[src/rtl/data_pack.sv]
// -----------------------------------------------------------------------------
// data_pack
//   Packs an LSB-first stream of INPUT_SIZE-bit values into DATA_SIZE-bit words
//   with sop/eop framing. It is the transmit-side partner of the word->value
//   unpacker, so a packet passed through both comes back bit-exact.
//
//   Optional feature (macro DATA_PACK_ERR_EN): adds a registered err_out pulse
//   for each value dropped outside a packet and for each sop that arrives
//   while a packet is still open.
//
// Ports
//   clk        in   clock, all state on the rising edge
//   rst_n      in   asynchronous active-low reset
//   ready_out  out  upstream may transfer this cycle
//   valid_in   in   input value offered; transfers on valid_in & ready_out
//   data_in    in   INPUT_SIZE-bit value
//   sop_in     in   first value of a packet
//   eop_in     in   last value of a packet
//   valid_out  out  registered; data_out/sop_out/eop_out are valid
//   data_out   out  packed word, first value in bits [INPUT_SIZE-1:0]
//   sop_out    out  set on the first word of a packet
//   eop_out    out  set on the last word of a packet
//   ready_in   in   downstream takes the word on valid_out & ready_in
//   err_out    out  (DATA_PACK_ERR_EN only) one-cycle framing error pulse
//
// Handshake: on both sides a beat transfers on the rising edge where valid
// and ready are both high. The output register holds word and flags stable
// while valid_out is high and ready_in is low; a new word is only loaded
// when the register is free (empty, or being drained in the same cycle).
// -----------------------------------------------------------------------------
module data_pack #(
  parameter int DATA_BITWIDTH = 5,
  parameter int INPUT_SIZE    = 7,
  parameter int DATA_SIZE     = 2**DATA_BITWIDTH
) (
  input  logic                  clk,
  input  logic                  rst_n,
  output logic                  ready_out,
  input  logic                  valid_in,
  input  logic [INPUT_SIZE-1:0] data_in,
  input  logic                  sop_in,
  input  logic                  eop_in,
  output logic                  valid_out,
  output logic [DATA_SIZE-1:0]  data_out,
  output logic                  sop_out,
  output logic                  eop_out,
  input  logic                  ready_in
`ifdef DATA_PACK_ERR_EN
  ,
  output logic                  err_out
`endif
);

  localparam int ACC_W = DATA_SIZE + INPUT_SIZE - 1;
  localparam int CNT_W = DATA_BITWIDTH + 1;

  typedef enum logic [1:0] {
    ST_IDLE  = 2'd0,
    ST_PACK  = 2'd1,
    ST_FLUSH = 2'd2
  } state_t;

  state_t               state_q, state_d;
  logic [ACC_W-1:0]     acc_q, acc_d;
  logic [CNT_W-1:0]     count_q, count_d;
  logic                 first_q, first_d;      // next emitted word carries sop
  logic                 valid_out_q, valid_out_d;
  logic [DATA_SIZE-1:0] data_out_q, data_out_d;
  logic                 sop_out_q, sop_out_d;
  logic                 eop_out_q, eop_out_d;

  logic                 slot_free;
  logic                 accept;
  logic                 start_pkt;
  logic                 take;
  logic                 first_now;
  logic [ACC_W-1:0]     base_acc;
  logic [CNT_W-1:0]     base_count;
  logic [ACC_W-1:0]     new_acc;
  logic [CNT_W-1:0]     new_count;

  assign slot_free = !valid_out_q || ready_in;

  // ready_out is held low during reset so no transfer is seen upstream.
  always_comb begin
    ready_out = 1'b0;
    if (rst_n) begin
      case (state_q)
        ST_IDLE, ST_PACK: ready_out = slot_free;
        default:          ready_out = 1'b0;
      endcase
    end
  end

  assign accept    = valid_in && ready_out;
  // A sop always starts a fresh packet; in PACK this drops the residual bits.
  assign start_pkt = accept && sop_in;
  assign take      = accept && (sop_in || (state_q == ST_PACK));
  assign first_now = start_pkt || first_q;

  always_comb begin
    base_acc   = start_pkt ? '0 : acc_q;
    base_count = start_pkt ? '0 : count_q;
    new_acc    = base_acc |
                 ({{(ACC_W-INPUT_SIZE){1'b0}}, data_in} << base_count);
    new_count  = base_count + CNT_W'(INPUT_SIZE);
  end

  always_comb begin
    state_d     = state_q;
    acc_d       = acc_q;
    count_d     = count_q;
    first_d     = first_q;
    valid_out_d = valid_out_q && !ready_in;
    data_out_d  = data_out_q;
    sop_out_d   = sop_out_q;
    eop_out_d   = eop_out_q;

    case (state_q)
      ST_IDLE, ST_PACK: begin
        if (take) begin
          if (eop_in && (new_count <= CNT_W'(DATA_SIZE))) begin
            // Whole tail fits in one word; bits above count are already zero.
            valid_out_d = 1'b1;
            data_out_d  = new_acc[DATA_SIZE-1:0];
            sop_out_d   = first_now;
            eop_out_d   = 1'b1;
            acc_d       = '0;
            count_d     = '0;
            first_d     = 1'b0;
            state_d     = ST_IDLE;
          end else if (new_count >= CNT_W'(DATA_SIZE)) begin
            // Full word out; with eop the leftover bits need a FLUSH beat.
            valid_out_d = 1'b1;
            data_out_d  = new_acc[DATA_SIZE-1:0];
            sop_out_d   = first_now;
            eop_out_d   = 1'b0;
            acc_d       = new_acc >> DATA_SIZE;
            count_d     = new_count - CNT_W'(DATA_SIZE);
            first_d     = 1'b0;
            state_d     = eop_in ? ST_FLUSH : ST_PACK;
          end else begin
            acc_d   = new_acc;
            count_d = new_count;
            first_d = first_now;
            state_d = ST_PACK;
          end
        end
      end
      ST_FLUSH: begin
        if (slot_free) begin
          valid_out_d = 1'b1;
          data_out_d  = acc_q[DATA_SIZE-1:0];
          sop_out_d   = first_q;
          eop_out_d   = 1'b1;
          acc_d       = '0;
          count_d     = '0;
          first_d     = 1'b0;
          state_d     = ST_IDLE;
        end
      end
      default: begin
        acc_d   = '0;
        count_d = '0;
        first_d = 1'b0;
        state_d = ST_IDLE;
      end
    endcase
  end

  always_ff @(posedge clk or negedge rst_n) begin
    if (!rst_n) begin
      state_q     <= ST_IDLE;
      acc_q       <= '0;
      count_q     <= '0;
      first_q     <= 1'b0;
      valid_out_q <= 1'b0;
      data_out_q  <= '0;
      sop_out_q   <= 1'b0;
      eop_out_q   <= 1'b0;
    end else begin
      state_q     <= state_d;
      acc_q       <= acc_d;
      count_q     <= count_d;
      first_q     <= first_d;
      valid_out_q <= valid_out_d;
      data_out_q  <= data_out_d;
      sop_out_q   <= sop_out_d;
      eop_out_q   <= eop_out_d;
    end
  end

  assign valid_out = valid_out_q;
  assign data_out  = data_out_q;
  assign sop_out   = sop_out_q;
  assign eop_out   = eop_out_q;

`ifdef DATA_PACK_ERR_EN
  logic err_d, err_q;

  // Framing errors: a value dropped outside a packet, or a sop cutting off
  // an open packet.
  always_comb begin
    err_d = accept && (((state_q == ST_IDLE) && !sop_in) ||
                       ((state_q == ST_PACK) && sop_in));
  end

  always_ff @(posedge clk or negedge rst_n) begin
    if (!rst_n) begin
      err_q <= 1'b0;
    end else begin
      err_q <= err_d;
    end
  end

  assign err_out = err_q;
`endif

endmodule

[config.mk]
export PLATFORM = sky130hd
export DESIGN_NAME = data_pack
export DESIGN_NICKNAME = d
export VERILOG_FILES = /design/src/rtl/data_pack.sv
export SDC_FILE = /design/constraint.sdc
export NUM_CORES = 1
export LEC_CHECK = 0
export ABC_CLOCK_PERIOD_IN_PS = 3100
export CAP_MARGIN = 20
export CELL_PAD_IN_SITES_DETAIL_PLACEMENT = 1
export CELL_PAD_IN_SITES_GLOBAL_PLACEMENT = 1
export CORE_UTILIZATION = 40
export DETAILED_ROUTE_END_ITERATION = 6
export PLACE_DENSITY = 0.81
export SETUP_SLACK_MARGIN = 0.02
export SLEW_MARGIN = 0
export SYNTH_ARGS = -nofsm -noshare
export SYNTH_HDL_FRONTEND = slang
export SYNTH_SLANG_ARGS = --single-unit
[constraint.sdc]
create_clock -name clk -period 3.1 [get_ports clk]
set_input_delay 0.62 -clock clk [delete_from_list [all_inputs] [get_ports clk]]
set_output_delay 0.62 -clock clk [all_outputs]
set_load 0.05 [all_outputs]
==> reports/qor.txt, run 1 <==
Top-level port count - 49
1st-pass router iterations - 7
Remaining Overflow, GRT - 0
Total Routed Length - 17.2 mm
Remaining max-slew budget at the tightest pin - 0.483
Register clock-pin slew on the reported worst setup and hold paths - 60 ps
First-pass GRT wire length - 28.0 mm
Number of setup violations in the final report - 0
Basic-gate share of the synthesized area counting and, or, nand and nor cells - 0.207
Setup repair after global routing missed its margin - false
Chip Height - 111 um
Type of the tightest min-delay check - in -> async
Setup TNS - 0 ps
Clock tree from TritonCTS - yes
Number of routed nets with antenna violations - 0
Run status - finished, violations left
Static leakage - 2.49 nW
Leading cell type by number of instances after synthesis - nand2_1
Yosys Warn Count - 0
Synthesized flop and latch total - 82
Startpoint Class - input port
Unique cell type count in the Yosys netlist - 75
Fraction of the mapped netlist area in compound gates - 0.281
Clock net sink count - 82
Post-Place Setup Slack - -21.4 ps
Critical path type - in -> reg
Clock insertion delay at the later pin of the skew report - 360 ps
Number of hold-slack violations in the final timing report - 0
P&R area growth vs syn - 25.9%
Critical path peak fanout - 8
Critical path data required time - 3380 ps
Number of buffers inserted for hold repair after clock tree synthesis - 0
Worst IR drop on VDD - 0.384 mV
Max Clock Freq - 361 MHz
Library cell with the largest summed area after synthesis - dfrtp_1
Final worst slack - 327 ps
Power Density - 905 nW/um2
Most frequent cells after synthesis - 89 x nand2_1, 82 x dfrtp_1, 37 x o21ai_0, 30 x nor2_1, 29 x nand3_1
Pin count of the biggest net entering global routing - 70
Violated checks - DRC
Number of nets in the finished design - 623
Avg Vias per Cell - 6.26
Master cell of the clock root buffer - clkbuf_16
DRC violations left - 4
Count of mapped cells out of synthesis - 535
Core Footprint - 11500 um2
Global placer's final weighted congestion - 0.948
Vias after detailed routing - 4740
Worst clock skew - 7.60 ps
Initial cell density of the core - 0.413
Half-perimeter wire length after detailed placement - 12.2 mm
Fraction of synthesized cell area taken by the top area cell type - 0.431
Number of gates resized after cts - 0
EDFF count, synth - 0
Async S/R FF share, synth - 1.00
Final instance area - 5990 um2
Area used by multi-input combinational logic - 2480 um2
Post-Synthesis Net Count - 549
Aggregate global-route resource usage - 0.296
Vias in the first global route - 4986
Number of setup buffers added after CTS - 0
Buffer depth of the longest clock path - 2
Mux contribution to synthesized area - 0.0245
Crit end category - flip-flop
Source of the critical timing path - valid_in
Post-route worst hold slack - 308 ps
Diodes inserted - 0
Cells taking the most area after synthesis - dfrtp_1 43%, nand2_1 7.0%, o21ai_0 3.9%
Final period utilization - 0.895
Average cell area after synthesis - 8.89 um2
Least-Margin Pin Slew - 776 ps
Max capacitance violation total - 0
Critical Path AT - 3050 ps
Buffers on Ports - 48
Dominant combinational cell family by area after synthesis - compound AO/OA/AOI/OAI gates
Cell area after placement - 5660 um2
Total clock buffers created by CTS - 9
FP Rows - 39
Post-layout min period - 2770 ps
Xor/xnor cell area share of the yosys netlist - 0.00526
Average detailed-routed wire length per instance - 22.7 um
Netlist area before placement - 4760 um2
Worst reg2reg startpoint - count_q[0]
Flip-flop and latch area - 2050 um2
Primary flip-flop cell chosen by synthesis mapping - dfrtp_1
Part of the Yosys area used for sequential elements - 0.431
DIE WIDTH - 111 um
Number of antenna violations at the first check in global routing - 0
Final-report max-slew violation count - 0
Floorplan die area - 12300 um2
Iteration-0 DRC count of the detailed router - 402
Filler cell count - 1369
Number of H-tree levels - 3
Fraction of layout instances using a drive strength above 1 - 0.160
Utilization after layout - 0.520
Arithmetic-cell share of the synthesized area counting full adders, half adders and majority gates - 0.00263
layout by cell type (no fill, tap or decap), types with 9 or more instances in the layout:
| cell type | Yosys | routed |
|---|---|---|
| nand2_1 | 89 | 89 |
| buf_4 | 3 | 50 |
| o21ai_0 | 37 | 37 |
| o22ai_1 | 10 | 10 |
| o211ai_1 | 18 | 18 |
| a31oi_1 | 11 | 11 |
| and2_1 | 10 | 10 |
| nand3_1 | 29 | 29 |
| nor2_1 | 30 | 30 |
| clkdlybuf4s50_1 | 0 | 46 |
| a21oi_1 | 27 | 27 |
| o21ai_1 | 12 | 12 |
| clkbuf_16 | 0 | 9 |
| a32oi_1 | 9 | 9 |
| dfrtp_1 | 82 | 82 |
worst paths after layout:
path / endpoint / slack, ps / cells after the start
max: count_q[3] / 330 / 12
min: valid_out / 310 / 2
max reg2reg: data_out[10] / 400 / 7
min reg2reg: data_out[29] / 480 / 2
max in group asynchronous: data_out[1] / 1680 / 3
min in group clk: data_out[29] / 480 / 2
stage by stage:
step,power [mW],std cells
after floorplan,3.17,535
after global placement,4.12,741
after detailed placement,4.18,741
after CTS,5.41,757
after global routing,5.67,757
final,5.42,757
area by class of cell:
cell class / count / area share
Clock buffer: 11 / 0.0405
Clock inverter: 5 / 0.0142
Inverter: 5 / 0.00313
Multi-Input combinational cell: 410 / 0.414
Sequential cell: 82 / 0.343
Tap cell: 143 / 0.0299
Timing Repair Buffer: 101 / 0.156
critical path, stage by stage:
cell and delay (ps):
clkdlybuf4s50_1 490, and2_1 170, nand3_2 110, and2_1 190
ha_1 180, and3_1 170, and3_1 190, o31ai_1 260
and2_1 230, buf_12 140, nand3_1 110, a21oi_1 190
registers in the layout, indices dropped and copies added, names as in the netlist:
name / count
acc_q: 38
count_q: 6
data_out: 32
eop_out: 1
first_q: 1
sop_out: 1
state_q: 2
valid_out: 1
layer usage:
layer / up-vias / track usage / share of wire
li1: 2141 / - / -
met1: 2393 / 0.395 / 0.44
met2: 168 / 0.475 / 0.48
met3: 38 / 0.0421 / 0.049
met4: 0 / 0.146 / 0.033
met5: - / 0 / 0
cells by family (layout without fill, tap and decap cells):
family,count (synthesis),in the layout
mux,11,11
flops,82,82
fa+ha+maj,1,1
xor+xnor,2,2
buf+inv,43,122
simple gates,206,206
compound gates,190,190
power by group:
| group | switching [mW] | leakage, nW | internal, mW | total [mW] |
|---|---|---|---|---|
| logic | 1.73 | 1.23 | 0.923 | 2.65 |
| clock network | 0.475 | 0.156 | 0.733 | 1.21 |
| registers | 0.236 | 1.11 | 1.32 | 1.56 |
| total | 2.44 | 2.49 | 2.98 | 5.42 |
No activity file was read; power rests on OpenSTA's default activity.
==> run 2: changes to the inputs <==
Settings changed: PLACE_DENSITY 0.81 to 0.8.
==> run 2 against run 1 <==
Effect of this change: the flow still finishes with violations (DRC); flip-flop and latch count is the same; combinational power about the same; hold slack got worse by 80 ps; non-clock buffer count up 2; final cell count is 0.26% higher; first-iteration DRC count grew 2.5%; critical endpoint is now acc_q[3]; largest cell class unchanged; highest routed layer unchanged.
==> reports/qor.txt, run 2 (synthesis results as in run 1) <==
Run status - finished, violations left (unchanged)
Violated checks - DRC (unchanged)
DP Cell Count - 743 (was 741)
Total Routed Length - 17.4 mm (was 17.2 mm)
Final period utilization - 0.930 (was 0.895)
Half-perimeter wire length after detailed placement - 12.4 mm (was 12.2 mm)
Core Footprint - 11500 um2 (unchanged)
Final-report max-slew violation count - 0 (unchanged)
Number of hold-slack violations in the final timing report - 0 (unchanged)
Critical path type - in -> reg (unchanged)
P&R area growth vs syn - 25.5% (was 25.9%)
Post-layout min period - 2880 ps (was 2770 ps)
Chip Height - 111 um (unchanged)
Clock insertion delay at the later pin of the skew report - 350 ps (was 360 ps)
Pin count of the biggest net entering global routing - 70 (unchanged)
Avg Vias per Cell - 6.25 (was 6.26)
Fraction of layout instances using a drive strength above 1 - 0.161 (was 0.160)
Setup repair after global routing missed its margin - false (unchanged)
Clock tree from TritonCTS - yes (unchanged)
Number of buffers inserted for hold repair after clock tree synthesis - 0 (unchanged)
Clock net sink count - 82 (unchanged)
Floorplan die area - 12300 um2 (unchanged)
Static leakage - 2.49 nW (about the same)
FP Rows - 39 (unchanged)
Post-Place Setup Slack - -65.2 ps (was -21.4 ps)
Max Clock Freq - 347 MHz (was 361 MHz)
Critical path peak fanout - 8 (unchanged)
Number of antenna violations at the first check in global routing - 0 (unchanged)
Average detailed-routed wire length per instance - 22.9 um (was 22.7 um)
Power Density - 900 nW/um2 (was 905 nW/um2)
Final worst slack - 216 ps (was 327 ps)
Utilization after layout - 0.519 (was 0.520)
DIE WIDTH - 111 um (unchanged)
Critical Path AT - 3150 ps (was 3050 ps)
Register with the highest flop count - acc_q (unchanged)
Leading cell type in the layout, fill and taps excluded - nand2_1 (unchanged)
Overall Power - 5.38 mW (was 5.42 mW)
Flip-flop count of the largest register after layout - 38 (unchanged)
Aggregate global-route resource usage - 0.301 (was 0.296)
Buffers on Ports - 48 (unchanged)
Vias after detailed routing - 4745 (was 4740)
Remaining max-slew budget at the tightest pin - 0.418 (was 0.483)
Buffer depth of the longest clock path - 2 (unchanged)
Least-Margin Pin Slew - 873 ps (was 776 ps)
Number of routed nets with antenna violations - 0 (unchanged)
Max capacitance violation total - 0 (unchanged)
Vias in the first global route - 5102 (was 4986)
Number of setup violations in the final report - 0 (unchanged)
Total clock buffers created by CTS - 9 (unchanged)
Number of gates resized after cts - 0 (unchanged)
Number of H-tree levels - 3 (unchanged)
Final standard cell count with taps included and fillers excluded - 759 (was 757)
DRC violations left - 5 (was 4)
Type of the tightest min-delay check - in -> async (unchanged)
Iteration-0 DRC count of the detailed router - 412 (was 402)
Startpoint Class - input port (unchanged)
Top-level port count - 49 (unchanged)
Number of setup buffers added after CTS - 0 (unchanged)
Diodes inserted - 0 (unchanged)
1st-pass router iterations - 6 (was 7)
Leading cell types in the layout, fill and taps excluded - 89 x nand2_1, 82 x dfrtp_1, 53 x buf_4, 46 x clkdlybuf4s50_1, 37 x o21ai_0 (was 89 x nand2_1, 82 x dfrtp_1, 50 x buf_4, 46 x clkdlybuf4s50_1, 37 x o21ai_0)
Worst IR drop on VDD - 0.408 mV (was 0.384 mV)
Number of nets in the finished design - 625 (was 623)
Remaining Overflow, GRT - 0 (unchanged)
First-pass GRT wire length - 28.3 mm (was 28.0 mm)
Global placer's final weighted congestion - 0.930 (was 0.948)
Crit end category - flip-flop (unchanged)
Worst clock skew - 9.73 ps (was 7.60 ps)
Register clock-pin slew on the reported worst setup and hold paths - 70 ps (was 60 ps)
Master cell of the clock root buffer - clkbuf_16 (unchanged)
Critical path data required time - 3370 ps (was 3380 ps)
Initial cell density of the core - 0.413 (unchanged)
==> run 2: path summary, 6_finish.rpt <==
check	from	endpoint	slack [ps]	depth (start not counted)
max	ready_in	acc_q[3]	220	12
min	rst_n	count_q[0]	230	2
max reg2reg	state_q[1]	acc_q[3]	320	11
min reg2reg	data_out[19]	data_out[19]	480	2
max in group asynchronous	rst_n	acc_q[11]	2040	2
min in group clk	data_out[19]	data_out[19]	480	2
==> run 2: layout make-up <==
cell class | count | area, um2
clock buffers | 13 | 260
clock inverters | 3 | 46.3
fillers | 1339 | 5540
inverters | 5 | 18.8
multi-input cells | 410 | 2480
flip-flops and latches | 82 | 2050
well taps | 143 | 179
repair buffers | 103 | 938
==> run 2: metrics by stage <==
step                      setup TNS (ps)  cell area, um2  hold slack, ps
after global placement                 0            5670             451
after global routing                   0            5970             232
final                                  0            5970             228
after CTS                              0            5970             223
after floorplan                        0            4760             324
after detailed placement            -225            5670             470
==> run 2: critical path: stages <==
cell             delay, ps
clkdlybuf4s50_1        500
nand2b_1               160
nand3_2                110
and2_1                 200
ha_1                   190
and3_1                 180
and3_1                 200
o31ai_1                320
and2_1                 250
buf_12                 150
o21ai_0                 80
a32oi_1                170
==> run 2: report_power, final <==
part / internal [mW] / switching [mW] / total (mW)
registers: 1.32 / 0.231 / 1.55
clock network: 0.673 / 0.467 / 1.14
logic: 0.934 / 1.75 / 2.68
==> run 2: per-layer routing <==
| metal | GRT usage | vias up | part of all wire |
|---|---|---|---|
| met1 | 0.387 | 2384 | 0.44 |
| met5 | 0 | - | 0 |
| met4 | 0.146 | 0 | 0.033 |
| met3 | 0.0590 | 49 | 0.052 |
| met2 | 0.486 | 168 | 0.48 |
| li1 | - | 2144 | - |
==> run 3: changes to the inputs <==
Settings changed: CORE_UTILIZATION 40 to 30, PLACE_DENSITY 0.8 to 0.65.
==> run 3 against run 2 <==
Effect of this change: the flow now finishes without violations; cell area is 2.4% higher; power hardly changed; clock power is 4% lower; largest cell class unchanged; largest power group unchanged.
==> reports/qor.txt, run 3 (synthesis results as in run 1) <==
Critical path data required time - 3360 ps (was 3370 ps)
Number of nets in the finished design - 634 (was 625)
Leading cell type in the layout, fill and taps excluded - nand2_1 (unchanged)
Clock net sink count - 82 (unchanged)
Clock insertion delay at the later pin of the skew report - 350 ps (about the same)
Power Density - 880 nW/um2 (was 900 nW/um2)
Max capacitance violation total - 0 (unchanged)
Flip-flop count of the largest register after layout - 38 (unchanged)
Master cell of the clock root buffer - clkbuf_16 (unchanged)
Number of cells traversed by the worst register-to-register path - 6 (was 11)
Reg2reg end - acc_q[24] (was acc_q[3])
DIE WIDTH - 128 um (was 111 um)
Register with the highest flop count - acc_q (unchanged)
Average detailed-routed wire length per instance - 20.8 um (was 22.9 um)
Remaining max-slew budget at the tightest pin - 0.481 (was 0.418)
Flip-flop and latch area - 2050 um2 (unchanged)
Critical path peak fanout - 8 (unchanged)
Chip Height - 128 um (was 111 um)
Static leakage - 2.53 nW (was 2.49 nW)
Final period utilization - 0.876 (was 0.930)
Flop2flop setup slack - 530 ps (was 320 ps)
Setup repair after global routing missed its margin - false (unchanged)
DRC violations left - 0 (was 5)
Aggregate global-route resource usage - 0.226 (was 0.301)
Critical path type - in -> reg (unchanged)
Clock tree from TritonCTS - yes (unchanged)
Number of buffers inserted for hold repair after clock tree synthesis - 0 (unchanged)
Pin count of the biggest net entering global routing - 61 (was 70)
Setup TNS - 0 ps (unchanged)
Number of H-tree levels - 3 (unchanged)
Number of antenna violations at the first check in global routing - 0 (unchanged)
Startpoint Class - input port (unchanged)
P&R area growth vs syn - 28.5% (was 25.5%)
Vias in the first global route - 4827 (was 5102)
Total Routed Length - 17.4 mm (about the same)
Leading cell types in the layout, fill and taps excluded - 89 x nand2_1, 82 x dfrtp_1, 62 x buf_4, 46 x clkdlybuf4s50_1, 37 x o21ai_0 (was 89 x nand2_1, 82 x dfrtp_1, 53 x buf_4, 46 x clkdlybuf4s50_1, 37 x o21ai_0)
Post-layout min period - 2710 ps (was 2880 ps)
Area used by multi-input combinational logic - 2480 um2 (unchanged)
Number of setup violations in the final report - 0 (unchanged)
Post-route worst hold slack - 284 ps (was 228 ps)
Number of setup buffers added after CTS - 0 (unchanged)
Avg Vias per Cell - 5.66 (was 6.25)
Register clock-pin slew on the reported worst setup and hold paths - 70 ps (about the same)
Buffer depth of the longest clock path - 2 (unchanged)
Number of routed nets with antenna violations - 0 (unchanged)
Initial cell density of the core - 0.311 (was 0.413)
Run status - finished clean (was finished, violations left)
Half-perimeter wire length after detailed placement - 12.9 mm (was 12.4 mm)
Worst clock skew - 8.42 ps (was 9.73 ps)
1st-pass router iterations - 5 (was 6)
First-pass GRT wire length - 27.9 mm (was 28.3 mm)
Critical Path AT - 2980 ps (was 3150 ps)
Filler cell count - 1812 (was 1339)
Worst IR drop on VDD - 0.365 mV (was 0.408 mV)
Number of gates resized after cts - 0 (unchanged)
Number of hold-slack violations in the final timing report - 0 (unchanged)
Least-Margin Pin Slew - 778 ps (was 873 ps)
Crit end category - flip-flop (unchanged)
Final-report max-slew violation count - 0 (unchanged)
Type of the tightest min-delay check - in -> async (unchanged)
FP Rows - 45 (was 39)
Total clock buffers created by CTS - 9 (unchanged)
Max Clock Freq - 368 MHz (was 347 MHz)
Core Footprint - 15300 um2 (was 11500 um2)
Fraction of layout instances using a drive strength above 1 - 0.173 (was 0.161)
Iteration-0 DRC count of the detailed router - 456 (was 412)
Diodes inserted - 0 (unchanged)
Worst reg2reg startpoint - count_q[2] (was state_q[1])
Vias after detailed routing - 4724 (was 4745)
Remaining Overflow, GRT - 0 (unchanged)
Top-level port count - 49 (unchanged)
Floorplan die area - 16400 um2 (was 12300 um2)
Global placer's final weighted congestion - 0.981 (was 0.930)
Buffers on Ports - 48 (unchanged)
==> run 3: cell count changes in the layout (fill, tap and decap cells not counted), sizes merged <==
cell      previous run  this run
clkinv               2         5
buf                 57        66
clkinvlp             1         0
inv                  4         3
clkbuf              13        11
==> run 3: through the flow <==
| stage | area, um2 | total power [mW] | utilization | worst slack (ps) | cells |
|---|---|---|---|---|---|
| final | 6110 | 5.38 | 0.399 | 385 | 835 |
| after global routing | 6110 | 5.66 | 0.399 | 242 | 835 |
| after CTS | 6110 | 5.39 | 0.399 | 401 | 835 |
| after detailed placement | 5820 | 4.27 | 0.380 | 62.6 | 820 |
| after global placement | 5820 | 4.23 | 0.380 | 60.2 | 820 |
| after floorplan | 4760 | 3.17 | - | 162 | 535 |
==> run 3: layout make-up <==
class / instances / share of cell area
multi-input combinational: 410 / 0.405
sequential: 82 / 0.336
timing repair buffer: 112 / 0.165
tap: 211 / 0.0432
clock buffer: 11 / 0.0397
clock inverter: 4 / 0.00860
inverter: 5 / 0.00307
==> run 3: where the power goes <==
group          switching, mW  leakage [nW]  internal, mW  total [mW]
clock                  0.454         0.146         0.644        1.10
combinational           1.78          1.28         0.974        2.75
sequential             0.205          1.11          1.32        1.53
total                   2.44          2.53          2.94        5.38
==> run 3: worst max path at each step <==
| stage | startpoint | slack (ps) | endpoint | cells after the start |
|---|---|---|---|---|
| after global routing | sop_in | 240 | acc_q[3] | 12 |
| after detailed placement | ready_in | 60 | acc_q[3] | 12 |
| after global placement | ready_in | 60 | data_out[19] | 11 |
| after CTS | ready_in | 400 | acc_q[3] | 12 |
| after floorplan | sop_in | 160 | acc_q[1] | 14 |
| final | ready_in | 390 | acc_q[3] | 12 |
==> run 3: critical path: stages <==
cell             delay, ps
clkdlybuf4s50_1        510
nand2b_1               160
nand3_2                 80
and2_1                 180
ha_1                   170
and3_1                 180
and3_1                 200
o31ai_1                250
and2_1                 230
buf_12                 140
o21ai_0                 80
a32oi_1                190
==> run 3: metal layers <==
| metal | share of wire | track usage | vias to the layer above |
|---|---|---|---|
| li1 | - | - | 2171 |
| met1 | 0.46 | 0.314 | 2370 |
| met2 | 0.47 | 0.356 | 154 |
| met3 | 0.046 | 0.0326 | 29 |
| met4 | 0.024 | 0.0844 | 0 |
| met5 | 0 | 0 | - |
